[config.mk]
export PLATFORM = sky130hd
export DESIGN_NAME = epu_request_driver
export DESIGN_NICKNAME = d
export VERILOG_FILES = /design/src/rtl/epu_request_driver.sv
export SDC_FILE = /design/constraint.sdc
export NUM_CORES = 2
export LEC_CHECK = 0
export BUFFER_PORTS_ARGS = -buffer_cell sky130_fd_sc_hd__buf_2
export CAP_MARGIN = 20
export CORE_AREA = 2 2 417 419
export DETAILED_ROUTE_END_ITERATION = 10
export DIE_AREA = 0 0 419 421
export GPL_TIMING_DRIVEN = 0
export PLACE_DENSITY = 0.42
export SYNTH_ARGS = -nofsm -noshare
export SYNTH_HDL_FRONTEND = slang
export SYNTH_SLANG_ARGS = --single-unit
[constraint.sdc]
create_clock -name clk -period 4 [get_ports clk]
set_input_delay 0.4 -clock clk [delete_from_list [all_inputs] [get_ports clk]]
set_output_delay 0.4 -clock clk [all_outputs]
set_load 0.02 [all_outputs]
[src/rtl/epu_request_driver.sv]
// Host-side initiator for the EPU verify port: collects a 32-word operand frame, issues one job,
// waits for completion (with timeout) and returns a single pass/fail response word.
module epu_request_driver #(
    parameter int unsigned TIMEOUT_CYCLES = 32'd1048576,
    parameter int unsigned CNT_W          = 21
) (
    input  logic         clk,
    input  logic         resetn,
    input  logic [31:0]  s_data,
    input  logic         s_valid,
    output logic         s_ready,
    input  logic         s_last,
    output logic [511:0] epu_signature,
    output logic [255:0] epu_key,
    output logic [255:0] epu_message,
    output logic         epu_valid,
    input  logic         epu_ready,
    input  logic         epu_result,
    output logic         r_valid,
    input  logic         r_ready,
    output logic         r_result,
    output logic [1:0]   r_error
);

    localparam logic [CNT_W-1:0] TimeoutVal = CNT_W'(TIMEOUT_CYCLES);
    localparam logic [1:0] ErrOk      = 2'd0;
    localparam logic [1:0] ErrFraming = 2'd1;
    localparam logic [1:0] ErrTimeout = 2'd2;

    typedef enum logic [2:0] {
        StLoad,
        StDrain,
        StIssue,
        StBusy,
        StWait,
        StResp
    } state_e;

    state_e            state_q, state_d;
    logic              armed_q;
    logic [4:0]        idx_q, idx_d;
    logic [1023:0]     op_q;
    logic [CNT_W-1:0]  cnt_q, cnt_d, cnt_inc;
    logic              res_q, res_d;
    logic [1:0]        err_q, err_d;
    logic              word_acc;
    logic              last_idx;
    logic              timed_out;

    assign word_acc  = s_valid && s_ready;
    assign last_idx  = (idx_q == 5'd31);
    assign cnt_inc   = cnt_q + CNT_W'(1);
    assign timed_out = (cnt_inc == TimeoutVal);

    // State register
    always_ff @(posedge clk or negedge resetn) begin
        if (!resetn) begin
            state_q <= StLoad;
        end else begin
            state_q <= state_d;
        end
    end

    // Next-state and response capture
    always_comb begin
        state_d = state_q;
        res_d   = res_q;
        err_d   = err_q;
        unique case (state_q)
            StLoad: begin
                if (word_acc) begin
                    if (s_last) begin
                        if (last_idx) begin
                            state_d = StIssue;
                        end else begin
                            state_d = StResp;
                            res_d   = 1'b0;
                            err_d   = ErrFraming;
                        end
                    end else if (last_idx) begin
                        state_d = StDrain;
                    end
                end
            end
            StDrain: begin
                if (word_acc && s_last) begin
                    state_d = StResp;
                    res_d   = 1'b0;
                    err_d   = ErrFraming;
                end
            end
            StIssue: begin
                if (epu_ready) begin
                    state_d = StBusy;
                end
            end
            StBusy: begin
                // Ready still high one cycle after accept means a zero-latency EPU finished.
                if (epu_ready) begin
                    state_d = StResp;
                    res_d   = epu_result;
                    err_d   = ErrOk;
                end else if (timed_out) begin
                    state_d = StResp;
                    res_d   = 1'b0;
                    err_d   = ErrTimeout;
                end else begin
                    state_d = StWait;
                end
            end
            StWait: begin
                if (epu_ready) begin
                    state_d = StResp;
                    res_d   = epu_result;
                    err_d   = ErrOk;
                end else if (timed_out) begin
                    state_d = StResp;
                    res_d   = 1'b0;
                    err_d   = ErrTimeout;
                end
            end
            StResp: begin
                if (r_ready) begin
                    state_d = StLoad;
                end
            end
            default: begin
                state_d = StLoad;
            end
        endcase
    end

    // Outputs decoded from state only
    always_comb begin
        s_ready   = armed_q && ((state_q == StLoad) || (state_q == StDrain));
        epu_valid = (state_q == StIssue);
        r_valid   = (state_q == StResp);
    end

    // Datapath next-state: word index and timeout counter
    always_comb begin
        idx_d = idx_q;
        cnt_d = cnt_q;
        if ((state_q == StLoad) && word_acc) begin
            idx_d = idx_q + 5'd1;
        end
        if ((state_q == StResp) && r_ready) begin
            idx_d = 5'd0;
        end
        if (state_q == StIssue) begin
            cnt_d = '0;
        end else if ((state_q == StBusy) || (state_q == StWait)) begin
            cnt_d = cnt_inc;
        end
    end

    always_ff @(posedge clk or negedge resetn) begin
        if (!resetn) begin
            armed_q <= 1'b0;
            idx_q   <= 5'd0;
            op_q    <= '0;
            cnt_q   <= '0;
            res_q   <= 1'b0;
            err_q   <= ErrOk;
        end else begin
            armed_q <= 1'b1;
            idx_q   <= idx_d;
            cnt_q   <= cnt_d;
            res_q   <= res_d;
            err_q   <= err_d;
            // Operands live as one flat array: signature words 0-15, key 16-23, message 24-31.
            if ((state_q == StLoad) && word_acc) begin
                op_q[{idx_q, 5'd0} +: 32] <= s_data;
            end
        end
    end

    assign epu_signature = op_q[511:0];
    assign epu_key       = op_q[767:512];
    assign epu_message   = op_q[1023:768];
    assign r_result      = res_q;
    assign r_error       = err_q;

endmodule
==> impl_metrics.csv <==
group,metric,value,unit
synthesis,synth-edff-count,0,
worst_setup_path,path_class,"reg2reg",
clock_network,cts.sinks,1057,
global_route,grt_max_degree,154,
power_and_ir_drop,leakage,27.0,nW
global_route,grt_pass1_vias,32900,
worst_setup_path,r2r_cells,12,
floorplanning,rows,153,
worst_hold_path,min_path_type,"in2reg",
worst_setup_path,endpoint_kind,"flip-flop",
clock_network,htree_levels,4,
timing,setup_viol,0,
placed_design,place_ws,-0.134,ns
detailed_routing,ant_nets,0,
global_route,grt_pass1_wl,282,mm
detailed_routing,wl_per_cell,28.2,um
detailed_routing,drcViolationCount,0,
clock_network,path_clk_slew,0.06,ns
timing,tightest_slew,1.17,ns
final_layout,final_common_cell,"buf_2",
timing,setup_slack,0.213,ns
power_and_ir_drop,power.density,482,nW/um^2
flow_run,maxCapViolations,0,
synthesis,postSynthCellCount,3636,
clock_network,clockBufferDepth,3,
outcome,status,"completed",
final_layout,nNetsFinal,4914,
worst_setup_path,arrival,4.43,ns
worst_setup_path,crit_required,4.64,ns
detailed_routing,vias,33100,
detailed_routing,routed_wl,206,mm
power_and_ir_drop,ir_drop,433,uV
placed_design,dpl_cell_area,48400,sq um
synthesis,ys_warn_count,0,
floorplanning,die_w,419,um
synthesis,avgSynthCellArea,10.9,sq um
synthesis,ys_seq_area_share,66.6,%
synthesis,synth_cell_types,59,
final_layout,areaGrowthSynthToFinish,33.5,%
timing,max_freq,264,MHz
global_route,grt-ovfl-total,0,
floorplanning,core_area,172000,sq um
synthesis,synth_flop_cell,"dfrtp_1",
synthesis,synth_seq_cells,1057,
timing,fin_worst_skew,0.0381,ns
floorplanning,initial_core_util,23.0,%
detailed_routing,drt_iter0_markers,2216,
worst_setup_path,reg2reg_slack,0.21,ns
clock_network,cts_tree,"yes",
worst_setup_path,cp_slowest_stage_delay,0.55,ns
final_layout,final_area,53000,sq um
timing,hold_violations,0,
timing,slew_viol_final,0,
worst_setup_path,cpMaxStageDelayCell,"nor3b_4",
clock_network,cts_made_buffers,130,
placed_design,gp_congestion,0.879,
timing,tns,0,ns
timing,slew_headroom,21.8,%
worst_setup_path,crit_chain,"clkbuf_1 -> inv_1 -> ha_1 -> buf_4 -> nor3b_2 -> xnor2_1 -> nor3b_4 -> buf_4 -> nand3_2 -> clkbuf_1 -> nand2_1 -> o21ai_0",
synthesis,async_reset_ff_share,100,%
worst_hold_path,holdPathStages,4,
clock_network,cts_root_buf,"clkbuf_16",
worst_setup_path,startpoint_type,"flip-flop",
global_route,antenna_found_initial,19,
final_layout,final_cell_mix,"1,125 x buf_2, 1,057 x dfrtp_1, 1,043 x nand2_1, 814 x o21ai_0, 228 x mux2_2",
detailed_routing,via_per_inst,4.54,
placed_design,dp_hpwl,155,mm
synthesis,syn_nets,3683,
final_layout,drive_gt1_share,33.1,%
timing,fin_crit,3.79,ns
floorplanning,pin_count,1069,
floorplanning,die-area,176000,sq um
clock_network,clk_latency,0.80,ns
placed_design,portBuffers,1068,
detailed_routing,dr.pass1.iters,5,
global_route,grt.total_usage,23.0,%
synthesis,netlist_area,39700,sq um
timing,fin_crit_sh,94.7,%
floorplanning,dieHeight,421,um
worst_setup_path,cp_max_fo,10,
[routing by layer]
metal	track usage, %	part of all wire (%)	vias up
li1	-	-	14700
met1	27.4	40	16900
met2	38.0	48	1193
met3	6.74	7.6	315
met4	10.5	4.9	4
met5	0	0.011	-
[worst max-delay path, delay by kind of cell (launching register included)]
kind	cells	cell delay (ns)
compound gates	1	0.10
flops	1	0.40
simple gates	4	1.22
buf+inv	5	1.46
fa+ha+maj	1	0.22
xor+xnor	1	0.19
[state kept, by name (all words and copies together), names as in the netlist]
signal	cells
idx_q	5
state_q	3
r_error	2
armed_q	1
op_q	1024
r_result	1
cnt_q	21
[worst paths after layout]
kind                                          end             startpoint
hold / removal             state_q[1]$_DFFE_PN0P_                 s_last
setup / recovery            op_q[966]$_DFFE_PN0P_   idx_q[0]$_DFFE_PN0P_
max in group asynchronous   op_q[796]$_DFFE_PN0P_                 resetn
min in group asynchronous   op_q[462]$_DFFE_PN0P_                 resetn
setup reg to reg            op_q[966]$_DFFE_PN0P_   idx_q[0]$_DFFE_PN0P_
hold reg to reg             op_q[418]$_DFFE_PN0P_  op_q[418]$_DFFE_PN0P_
[power breakdown]
part | total [mW] | switching, mW | internal [mW]
registers | 11.1 | 0.145 | 10.9
clock network | 12.2 | 5.11 | 7.06
logic | 2.26 | 1.65 | 0.606
[final cells by class]
| class | count | area [sq um] |
|---|---|---|
| timing repair buffer | 1099 | 5940 |
| antenna | 9 | 22.5 |
| fill | 18300 | 119000 |
| clock buffer | 187 | 3880 |
| clock inverter | 45 | 517 |
| multi-input combinational | 2319 | 12200 |
| sequential | 1057 | 26500 |
| inverter | 7 | 26.3 |
| tap | 2325 | 2910 |
| buffer | 253 | 1060 |
[metrics by stage]
step | util (%) | hold WS, ns | std cells | total power, mW
floorplan | - | 0.104 | 3636 | 12.3
global placement | 27.8 | 0.456 | 7029 | 13.5
detailed placement | 28.1 | 0.465 | 7050 | 13.5
CTS | 30.7 | 0.00148 | 7291 | 25.9
global route | 30.7 | 0.0485 | 7292 | 26.5
finish | 30.7 | 0.0776 | 7301 | 25.5
[kinds of logic (layout without fill, tap and decap cells)]
| kind of cell | after synthesis | after routing | synth area share (%) |
|---|---|---|---|
| xor+xnor | 10 | 10 | 0.221 |
| other cells | 1 | 10 | 0.00944 |
| fa+ha+maj | 8 | 8 | 0.252 |
| simple gates | 1190 | 1190 | 12.2 |
| mux | 234 | 234 | 6.63 |
| compound gates | 876 | 876 | 11.4 |
| buf+inv | 260 | 1591 | 2.73 |
| flops | 1057 | 1057 | 66.6 |
[Yosys cell counts (all sizes together) (9+ instances only)]
master | n | area share, %
mux2 | 233 | 6.6
a21oi | 15 | 0.19
dfrtp | 1057 | 67
nor2 | 41 | 0.41
buf | 68 | 0.91
o21ai | 824 | 10
nand2 | 1043 | 9.9
clkbuf | 185 | 1.8
nand3 | 43 | 0.79
nand4 | 11 | 0.17
and3 | 9 | 0.14
nand2b | 9 | 0.14
[repair_timing]
| action | in CTS | in global routing |
|---|---|---|
| setup buffers | 3 | 0 |
| hold buffers | 6 | 0 |
| pin swaps | 1 | 0 |
| resized for setup | 1 | 7 |
| endpoints found under the hold margin | 137 | 0 |
| setup endpoints to repair | 67 | 15 |
No activity file was read; power rests on OpenSTA's default activity.
